File: src/rtl/clk_div_nmode_pkg.sv
`timescale 1ns/1ps
`default_nettype none
// ============================================================================
//  Module      : clk_div_nmode_pkg
//  Description : Shared constants for the multi-mode clock divider: default
//                50 MHz half-period table (1/2/5/10 Hz), default mode
//                encodings and the default parameter set.
//  Revision    : 1.0 - initial release
// ============================================================================
package clk_div_nmode_pkg;

  // Reference system clock for the default half-period table.
  localparam int unsigned CLK_HZ = 50_000_000;

  // Default parameter set: four rates, 2-bit select, 26-bit counter.
  localparam int DEF_NUM_MODES = 4;
  localparam int DEF_SEL_W     = 2;
  localparam int DEF_CNT_W     = 26;

  // Number of clk cycles in one half period of a square wave at out_hz.
  function automatic int unsigned hz_to_half(input int unsigned clk_hz,
                                             input int unsigned out_hz);
    return clk_hz / (2 * out_hz);
  endfunction

  // Half periods at 50 MHz for the default rates.
  localparam logic [DEF_CNT_W-1:0] HALF_10HZ = DEF_CNT_W'(hz_to_half(CLK_HZ, 10));
  localparam logic [DEF_CNT_W-1:0] HALF_5HZ  = DEF_CNT_W'(hz_to_half(CLK_HZ, 5));
  localparam logic [DEF_CNT_W-1:0] HALF_2HZ  = DEF_CNT_W'(hz_to_half(CLK_HZ, 2));
  localparam logic [DEF_CNT_W-1:0] HALF_1HZ  = DEF_CNT_W'(hz_to_half(CLK_HZ, 1));

  // Default mode encodings; mode i sits at bits [i*CNT_W +: CNT_W].
  typedef enum logic [DEF_SEL_W-1:0] {
    MODE_10HZ = 2'd0,
    MODE_5HZ  = 2'd1,
    MODE_2HZ  = 2'd2,
    MODE_1HZ  = 2'd3
  } rate_mode_e;

  // Packed default table: mode0 (fastest) in the least significant slot.
  localparam logic [DEF_NUM_MODES*DEF_CNT_W-1:0] DEF_HALF_PERIODS =
    {HALF_1HZ, HALF_2HZ, HALF_5HZ, HALF_10HZ};

endpackage
`default_nettype wire

File: src/rtl/clk_div_nmode_sync2.sv
`timescale 1ns/1ps
`default_nettype none
// ============================================================================
//  Module      : sync2
//  Description : Parametrised-width two-flop synchroniser with asynchronous
//                active-low reset. Used for the asynchronous mode select.
//  Revision    : 1.0 - initial release
// ============================================================================
module sync2 #(
  parameter int WIDTH = 1
) (
  input  logic             clk,
  input  logic             reset,
  input  logic [WIDTH-1:0] d_i,
  output logic [WIDTH-1:0] q_o
);

  logic [WIDTH-1:0] meta_q;
  logic [WIDTH-1:0] sync_q;

  // First flop may go metastable; second flop gives it a full cycle to settle.
  always_ff @(posedge clk or negedge reset) begin
    if (!reset) begin
      meta_q <= '0;
      sync_q <= '0;
    end else begin
      meta_q <= d_i;
      sync_q <= meta_q;
    end
  end

  assign q_o = sync_q;

endmodule
`default_nettype wire

File: src/rtl/clk_div_nmode.sv
`timescale 1ns/1ps
`default_nettype none
// ============================================================================
//  Module      : clk_div_nmode
//  Description : Multi-mode glitch-free clock divider. Produces a 50% duty
//                square wave y whose half period is selected from a packed
//                table; a 1-cycle tick marks each rising edge of y. Mode
//                changes are deferred to the end of a high phase (or applied
//                at once while the divider is disabled), so y never carries
//                a truncated pulse.
//  Revision    : 1.0 - initial release
// ============================================================================
module clk_div_nmode
  import clk_div_nmode_pkg::*;
#(
  parameter int                          NUM_MODES    = DEF_NUM_MODES,
  parameter int                          SEL_W        = DEF_SEL_W,
  parameter int                          CNT_W        = DEF_CNT_W,
  parameter logic [NUM_MODES*CNT_W-1:0]  HALF_PERIODS = DEF_HALF_PERIODS
) (
  input  logic             clk,
  input  logic             reset,
  input  logic             en,
  input  logic [SEL_W-1:0] sel,
  output logic             y,
  output logic             tick,
  output logic [SEL_W-1:0] mode,
  output logic             switching
);

  // Mode count widened by one bit so the range check also works when
  // NUM_MODES == 2**SEL_W.
  localparam logic [SEL_W:0]   NUM_MODES_W = (SEL_W+1)'(NUM_MODES);
  localparam logic [SEL_W-1:0] MODE_RST    = SEL_W'(MODE_10HZ);

  // --------------------------------------------------------------------------
  // State
  // --------------------------------------------------------------------------
  logic [CNT_W-1:0] cnt_q,       cnt_d;
  logic             y_q,         y_d;
  logic             tick_q,      tick_d;
  logic [SEL_W-1:0] mode_q,      mode_d;
  logic             switching_q, switching_d;

  // --------------------------------------------------------------------------
  // Select synchronisation and qualification
  // --------------------------------------------------------------------------
  logic [SEL_W-1:0] sel_s;
  logic             sel_valid;

  sync2 #(
    .WIDTH (SEL_W)
  ) u_sel_sync (
    .clk   (clk),
    .reset (reset),
    .d_i   (sel),
    .q_o   (sel_s)
  );

  assign sel_valid = ({1'b0, sel_s} < NUM_MODES_W);

  // --------------------------------------------------------------------------
  // Half-period lookup for the applied mode
  // --------------------------------------------------------------------------
  logic [CNT_W-1:0] half_raw;
  logic [CNT_W-1:0] half_eff;

  // Mux the applied mode's half period out of the packed table; zero means one.
  always_comb begin
    half_raw = '0;
    for (int i = 0; i < NUM_MODES; i++) begin
      if (mode_q == SEL_W'(i)) begin
        half_raw = HALF_PERIODS[i*CNT_W +: CNT_W];
      end
    end
    half_eff = (half_raw == '0) ? CNT_W'(1) : half_raw;
  end

  // --------------------------------------------------------------------------
  // Next-state logic
  // --------------------------------------------------------------------------
  logic phase_end;
  logic apply_switch;

  assign phase_end = (cnt_q == (half_eff - CNT_W'(1)));

  // A pending change lands only while y is (or is about to be) low: at the
  // end of a high phase, or on any edge where the divider is disabled.
  assign apply_switch = switching_q && sel_valid &&
                        (!en || (phase_end && y_q));

  // Counter, output wave, tick and mode/pending updates for the coming edge.
  always_comb begin
    cnt_d       = cnt_q;
    y_d         = y_q;
    tick_d      = 1'b0;
    mode_d      = mode_q;
    switching_d = sel_valid && (sel_s != mode_q);

    if (!en) begin
      cnt_d = '0;
      y_d   = 1'b0;
    end else if (phase_end) begin
      cnt_d  = '0;
      y_d    = ~y_q;
      tick_d = ~y_q;
    end else begin
      cnt_d = cnt_q + CNT_W'(1);
    end

    if (apply_switch) begin
      mode_d      = sel_s;
      switching_d = 1'b0;
    end
  end

  // Register all divider state; reset forces every output low immediately.
  always_ff @(posedge clk or negedge reset) begin
    if (!reset) begin
      cnt_q       <= '0;
      y_q         <= 1'b0;
      tick_q      <= 1'b0;
      mode_q      <= MODE_RST;
      switching_q <= 1'b0;
    end else begin
      cnt_q       <= cnt_d;
      y_q         <= y_d;
      tick_q      <= tick_d;
      mode_q      <= mode_d;
      switching_q <= switching_d;
    end
  end

  // --------------------------------------------------------------------------
  // Outputs
  // --------------------------------------------------------------------------
  assign y         = y_q;
  assign tick      = tick_q;
  assign mode      = mode_q;
  assign switching = switching_q;

endmodule
`default_nettype wire

File: config.mk
export PLATFORM = sky130hd
export DESIGN_NAME = clk_div_nmode
export DESIGN_NICKNAME = d
export VERILOG_FILES = /design/src/rtl/clk_div_nmode_pkg.sv /design/src/rtl/clk_div_nmode_sync2.sv /design/src/rtl/clk_div_nmode.sv
export SDC_FILE = /design/constraint.sdc
export NUM_CORES = 1
export LEC_CHECK = 0
export CORE_MARGIN = 5
export CORE_UTILIZATION = 59
export CTS_CLUSTER_SIZE = 20
export DETAILED_ROUTE_END_ITERATION = 10
export GPL_ROUTABILITY_DRIVEN = 0
export PLACE_DENSITY_LB_ADDON = 0.25
export SYNTH_ARGS = -nofsm -noshare
export SYNTH_HDL_FRONTEND = slang
export SYNTH_SLANG_ARGS = --single-unit
File: constraint.sdc
create_clock -name clk -period 3.14 [get_ports clk]
set_clock_uncertainty 0.2 [all_clocks]
set_input_delay 0.628 -clock clk [delete_from_list [all_inputs] [get_ports clk]]
set_output_delay 0.628 -clock clk [all_outputs]
set_load 0.05 [all_outputs]
Word level (Yosys, flattened, before mapping)
Index checks and enable logic that the tools add are counted.

cells by class
  add/subtract/negate cells = 2
  equal/unequal tests = 6
  mux-type cells = 12
  bitwise gates (word level) = 1
  reductions and logical operators = 6

operators with widths
  cell                                                                      number
  26-bit 2-to-1 mux                                                         3
  26-bit by 1-bit adder with 26-bit output (second input constant)          1
  26-bit == test                                                            1
  26-bit logical NOT                                                        1
  26-bit by 1-bit subtractor with 26-bit output (second input constant)     1
  25-bit 2-to-1 mux                                                         1
  24-bit 2-to-1 mux                                                         1
  23-bit 2-to-1 mux                                                         1
  22-bit 2-to-1 mux                                                         1
  1-bit 2-to-1 mux                                                          5
  2-bit == test (second input constant)                                     2
  2-bit by 1-bit == test with 1-bit output (second input constant)          1
  1-bit logical AND                                                         2
  2-bit logical NOT                                                         1
  2-bit by 1-bit inequality test with 1-bit output (second input constant)  1
  2-bit inequality test                                                     1
  1-bit logical NOT                                                         1
  1-bit logical OR                                                          1
  1-bit NOT                                                                 1

storage, ports and cells
  bits in registers = 35
  logic and storage cells = 34

Longest topological paths before layout
  depth after elaboration = 13
  depth in mapped cells = 9
  gate-level depth less buffers = 7

Cells and area by module
Synthesis repeated with hierarchy kept, for this count alone.

second synthesis, totals
  cells, all modules = 193
  area total of the unflattened synthesis = 1936.9 um^2

by module, submodules not included
  module         times used  cells an instance  area each (um^2)  seq. area each (um^2)
  clk_div_nmode  1           189                1836.8            775.7
  sync2          1           4                  100.1             100.1

Worst setup path before layout
Ideal clock, no wire load.

  path type = register -> register
  from = register mode_q[1], in the netlist mode[1]
  to = register mode_q[0], in the netlist mode[0]
  data arrival time = 2.287 ns
  required time = 2.812 ns
  slack = 0.526 ns
  cell stages (with the launch flop) = 8
  buffers on the path = 1
  period minus slack after synthesis = 2.614 ns
  path through = dfrtp_1 > buf_2 > a21bo_2 > o2111ai_2 > a2111oi_4 > nand4_4 > o22ai_4 > mux2_1

on the way
  cells in the longest elaborated chain, start to end = 12

RTL lines
  element                                          RTL line              source
  start: declaration                               clk_div_nmode.sv:42   logic [SEL_W-1:0] mode_q, mode_d;
  start signal: assignment                         clk_div_nmode.sv:129  mode_q <= mode_d;
  2-bit logical NOT                                clk_div_nmode.sv:72   if (mode_q == SEL_W'(i)) begin
  22-bit 2-to-1 mux                                clk_div_nmode.sv:72
  23-bit 2-to-1 mux                                clk_div_nmode.sv:72
  24-bit 2-to-1 mux                                clk_div_nmode.sv:72
  25-bit 2-to-1 mux *                              clk_div_nmode.sv:72
  26-bit logical NOT                               clk_div_nmode.sv:76   half_eff = (half_raw == '0) ? CNT_W'(1) : half_raw;
  26-bit 2-to-1 mux *                              clk_div_nmode.sv:76
  26-bit by 1-bit subtractor with 26-bit output *  clk_div_nmode.sv:85   assign phase_end = (cnt_q == (half_eff - CNT_W'(1)));
  26-bit == test *                                 clk_div_nmode.sv:85
  1-bit logical AND *                              clk_div_nmode.sv:90   (!en || (phase_end && y_q));
  1-bit logical OR *                               clk_div_nmode.sv:90
  1-bit logical AND *                              clk_div_nmode.sv:89   assign apply_switch = switching_q && sel_valid &&

Mark *: on every way between the ends. The rest lies on a longest branch, timed or not.
A chain may end at the register's enable or synchronous reset.

Final worst setup path
  from = register mode_q[0], in the netlist mode[0]
  to = output port mode[0]

RTL lines
  element           RTL line             source
  end: declaration  clk_div_nmode.sv:27  output logic [SEL_W-1:0] mode,

No word-level cell between the ends.

==> run summary <==
DR pass1 iterations: 5
EDFF count, synth: 0
#FFs+latches synth: 35
Worst-case clock buffer depth: 2
Core area: 3050 sq um
Period utilisation layout: 87.6%
Hold path cells: 0
Setup Viol. Count Final: 0
Ant diodes: 0
Final nets: 205
First-pass GRT wire length: 6350 um
Final Hold Fails: 0
Avg WL per Cell: 14.9 um
Reg2reg setup slack: 550 ps
Max Fclk: 363 MHz
Critical R2R Capture: cnt_q[2]
Htree depth: 2
Post-Syn Area: 1890 sq um
Die area: 4430 sq um
Clock sinks: 35
Most common cell after layout, fill and taps aside: dfrtp_1
Slowest cell on crit path: clkdlybuf4s50_1
CP Class: flip-flop to primary output
Post-CTS Resized: 0
Initial antenna violation count: 0
R2R Path Start: cnt_q[0]
Setup Total Neg Slack: 0 ps
Min Clock Period, post-route: 2750 ps
WL final: 3610 um
Post-Syn Nets: 195
Crit path max fanout: 15
Residual DRC: 0
Largest net degree at the start of global routing: 36
Post-Syn Instances: 189
Row count: 20
DR iter-0 viols: 84
Slew margin rel.: 56.7%
Critical path's top delay family: buffers and inverters
IO Port Bufs: 9
WP data arrival: 1920 ps
Num ports: 10
Power, Total: 1.02 mW
Min-delay src: u_sel_sync.meta_q[1]
Leak pwr: 0.822 nW
Startpoint types: flip-flop
Outcome: completed
Clk slew on worst S/H paths: 80 ps
Most frequent cells in the layout: dfrtp_1 (35), nor2_1 (33), xnor2_1 (18), nand2_1 (13), nand3_1 (12)
P per Cell Area: 497 nW/um^2
Fraction of registers with async set/reset: 100%
Worst EP required: 2310 ps
Cells on worst reg2reg path: 7
Clk root buf: clkbuf_4
Worst Hold Endpoint: u_sel_sync.q_o[1]
Max-cap violation count: 0
Clock Latency Late Sink: 330 ps
Crit path buf inv count: 1
Post-CTS Repair Setup Buffers: 0
Worst Hold Class: flip-flop to flip-flop
Dpl hpwl: 2610 um
Predominant post-synthesis flop cell: dfrtp_1
Max stage delay on crit path: 910 ps
CTS tree: done
RSZ-0062 raised after global routing: false
Vias in the first global route: 1390
YS warnings: 0
Detail Route Antenna Nets: 0
Layout cell share with drive strength beyond 1: 7.58%
Netlist cell types: 45
Grt total ovfl: 0
Final slew viol count: 0
Die X: 66.6 um
Total global-route track usage: 19.3%
Total CTS buffers: 5
Sequential-to-total area share from yosys stat: 46.4%
Vias: 1375
Cts hold-fix bufs: 0
Syn avg cell area: 10.0 sq um
Actual slew at the worst max-slew pin: 645 ps
P&R area growth vs syn: 8.28%
Starting Density: 61.9%
Crit end category: primary output
Die Height: 66.6 um
CP Cell Sequence: clkdlybuf4s50_1
Peak VDD IR: 479 uV
DR vias/cell: 5.68
area by class of cell:
class	instances	area [sq um]
fill	265	1010
inverter	6	22.5
timing repair buffer	10	97.6
sequential	35	876
clock buffer	6	41.3
multi-input combinational	141	953
tap	44	55.1
how the worst max path moves through the flow:
| stage | depth (start not counted) | start | slack (ps) | endpoint |
|---|---|---|---|---|
| after floorplan | 7 | mode[1] | 530 | mode[0] |
| after global placement | 7 | cnt_q[0] | 650 | mode[0] |
| after CTS | 1 | mode[0] | 380 | mode[0] |
| final | 1 | mode[0] | 390 | mode[0] |
| after detailed placement | 7 | cnt_q[0] | 570 | cnt_q[2] |
| after global routing | 1 | mode[0] | 300 | mode[0] |
cells in the mapped netlist, types with 2 or more instances:
library cell / count / area [sq um]
clkbuf_1: 2 / 7.51
xnor2_1: 18 / 158
nor2_1: 33 / 124
nor4_1: 2 / 12.5
and4_1: 3 / 26.3
and3_1: 5 / 31.3
nand3_1: 12 / 60.1
nand2b_1: 3 / 18.8
nand2_1: 13 / 48.8
buf_4: 2 / 15.0
mux2_1: 2 / 22.5
and2_1: 2 / 12.5
mux2i_1: 2 / 20.0
nor2b_1: 3 / 18.8
buf_2: 3 / 15.0
nor3b_1: 2 / 15.0
nor3_1: 3 / 15.0
dfrtp_1: 35 / 876
nand4_1: 4 / 25.0
inv_1: 5 / 18.8
xor2_1: 11 / 96.3
sequential cells by signal, indices dropped and copies added, names as in the netlist:
signal and flops:
cnt_q 26, mode 2, switching 1, tick 1, u_sel_sync.meta_q 2, u_sel_sync.q_o 2
y 1
power by group:
group / internal, mW / leakage [nW] / switching, mW
Clock: 0.0795 / 0.0242 / 0.130
Sequential: 0.475 / 0.470 / 0.0735
Combinational: 0.111 / 0.328 / 0.149
worst reg2reg max path: stages (launching register included):
cell	delay [ps]
dfrtp_1	400
ha_1	220
and4_1	360
o2111ai_2	180
a2111oi_4	410
nand4_4	180
nand2_2	400
nor2_1	120
metal layers:
| metal | vias to the layer above | track usage, % | part of all wire (%) |
|---|---|---|---|
| li1 | 661 | - | - |
| met1 | 666 | 23.7 | 45 |
| met2 | 37 | 31.6 | 48 |
| met3 | 11 | 5.56 | 5.0 |
| met4 | 0 | 8.38 | 2.3 |
| met5 | - | 0 | 0 |
cells by family after synthesis:
family,Yosys count,share of synthesized area (%)
AND/OR/NAND/NOR,93,26.2
AO/OA/AOI/OAI,13,7.42
flip-flops,35,46.4
multiplexers,4,2.25
buffers and inverters,13,3.18
XOR/XNOR,29,13.4
adder cells (fa/ha/maj),2,1.19
metrics by stage:
step | worst slack [ps] | utilization [%] | cells | hold WS, ps | area (sq um)
final | 388 | 67.0 | 242 | 161 | 2050
after global routing | 296 | 67.0 | 242 | 172 | 2050
after CTS | 380 | 67.0 | 242 | 164 | 2050
after global placement | 646 | 65.7 | 236 | 140 | 2000
after floorplan | 526 | - | 189 | 131 | 1890
after detailed placement | 566 | 65.7 | 236 | 136 | 2000
Note: power is estimated with default switching activity, not from simulation.
==> patch, RTL diff (config.mk and constraints unchanged) <==
The package constant `DEF_NUM_MODES` goes from 4 to 8.
--- a/src/rtl/clk_div_nmode_pkg.sv
+++ b/src/rtl/clk_div_nmode_pkg.sv
@@ -13,7 +13,7 @@
   localparam int unsigned CLK_HZ = 50_000_000;
 
   // Default parameter set: four rates, 2-bit select, 26-bit counter.
-  localparam int DEF_NUM_MODES = 4;
+  localparam int DEF_NUM_MODES = 8;
   localparam int DEF_SEL_W     = 2;
   localparam int DEF_CNT_W     = 26;
 
Behaviour: not the same (Yosys sat finds a counterexample within 4 cycles, from zero or initial values and one cycle with reset low).
==> patch against the unedited design <==
- sequential cell count is 7 lower
- synthesized area is 23% lower
- die area decreased by 20%
- wire length down 26%
- cell area decreased by 25%
- highest routed layer unchanged
- sequential share of layout area rose by 3.1 points
- worst setup slack improved by 0.38 ns
- maximum frequency rose by 16%
Power is not compared: it rests on default switching activity, and its combinational part moved more than twofold at a synthesized area within 25%.
==> patch: results (changes against the unedited design) <==
| Metric | Value |
|---|---|
| Status | `completed (unchanged)` |
| Num CTS Buffers | `3 (was 5)` |
| H-tree depth | `1 (was 2)` |
| Worst r2r path cells | `5 (was 7)` |
| Reg2reg end | `cnt_q[18] (was cnt_q[2])` |
| Crit path largest cell delay | `0.81 ns (was 0.91 ns)` |
| DP Area | `0.00150 sq mm (was 0.00200 sq mm)` |
| Dpl cells | `184 (was 236)` |
| Vias | `1089 (was 1375)` |
| DP Wirelength | `1.86 mm (was 2.61 mm)` |
| Nets | `166 (was 205)` |
| Worst-path maximum fanout | `4 (was 15)` |
| Post-synthesis sequential area ratio | `48.2% (was 46.4%)` |
| Global-route wire length before repair | `4.87 mm (was 6.35 mm)` |
| FILL cells | `204 (was 265)` |
| Synth unique cells | `32 (was 45)` |
| Clk pin slew, worst setup/hold paths | `0.15 ns (was 0.08 ns)` |
| Gate Count Post-Synth | `154 (was 189)` |
| Fraction of layout cells with a size suffix above 1 | `7.01% (was 7.58%)` |
| Worst rel slew slack | `66.8% (was 56.7%)` |
| Synth cell count leaders | `dfrtp_1, nor2_1, a21oi_1 (was dfrtp_1, nor2_1, xnor2_1)` |
| Hold Crit Endpoint | `tick (was u_sel_sync.q_o[1])` |
| I/O Buffers | `4 (was 9)` |
| Worst hold slack | `0.289 ns (was 0.161 ns)` |
| WL/cell | `14.2 um (was 14.9 um)` |
| Arr. time, crit path | `1.54 ns (was 1.92 ns)` |
| Pin count of the biggest net entering global routing | `29 (was 36)` |
| Post-CTS Setup Bufs | `0 (unchanged)` |
| Drt pass-1 iters | `4 (was 5)` |
| Synth area leaders | `dfrtp_1, xnor2_1, nor2_1 (unchanged)` |
| Pre-CTS WS | `0.816 ns (was 0.566 ns)` |
| GRT Overall Usage | `18.2% (was 19.3%)` |
| Initial DRC Count | `50 (was 84)` |
## patch: cell types whose count changed after synthesis, sizes merged, moves of 6 or more
cell   before  now
a21oi       1   11
or3         0    7
nor2       33   19
nand2      14    8
xor2       11    3
or4         0    7
dfrtp      35   28
xnor2      18   10
## patch: layout make-up
| class | instances | area, sq um | area share (%) |
|---|---|---|---|
| clock buffers | 3 | 22.5 | 1.48 |
| flip-flops and latches | 28 | 701 | 45.9 |
| multi-input cells | 112 | 679 | 44.5 |
| well taps | 30 | 37.5 | 2.46 |
| inverters | 8 | 30.0 | 1.97 |
| repair buffers | 6 | 55.1 | 3.61 |
## patch: routing by layer
layer | wire length, um | global-route usage [%] | up-vias
li1 | - | - | 551
met2 | 1330 | 31.0 | 12
met5 | 0 | 0 | -
met4 | 36 | 7.59 | 0
met3 | 46 | 2.40 | 4
met1 | 1240 | 23.1 | 522
## patch: logic make-up after synthesis
kind of cell             count (synthesis)  share of synthesized area, %
other                                    1                         0.258
flip-flops                              28                          48.2
AND/OR/NAND/NOR                         69                          26.6
XOR/XNOR                                13                          7.84
adder cells (fa/ha/maj)                  2                          1.72
buffers and inverters                   16                          5.51
AO/OA/AOI/OAI                           25                          9.82
## patch: power breakdown
part           leakage [nW]  internal (mW)  switching (mW)
clock network        0.0138         0.0451           0.101
registers             0.388          0.362        0.000876
logic                 0.150        0.00724          0.0228
## patch: worst max path at each step
stage,endpoint,slack [ns],cells past startpoint,start
after floorplan,cnt_q[18],1.01,5,cnt_q[0]
after global placement,cnt_q[18],0.87,5,cnt_q[0]
after detailed placement,cnt_q[18],0.82,5,cnt_q[0]
after CTS,y,0.76,1,y
after global routing,cnt_q[18],0.64,5,cnt_q[0]
final,y,0.77,1,y
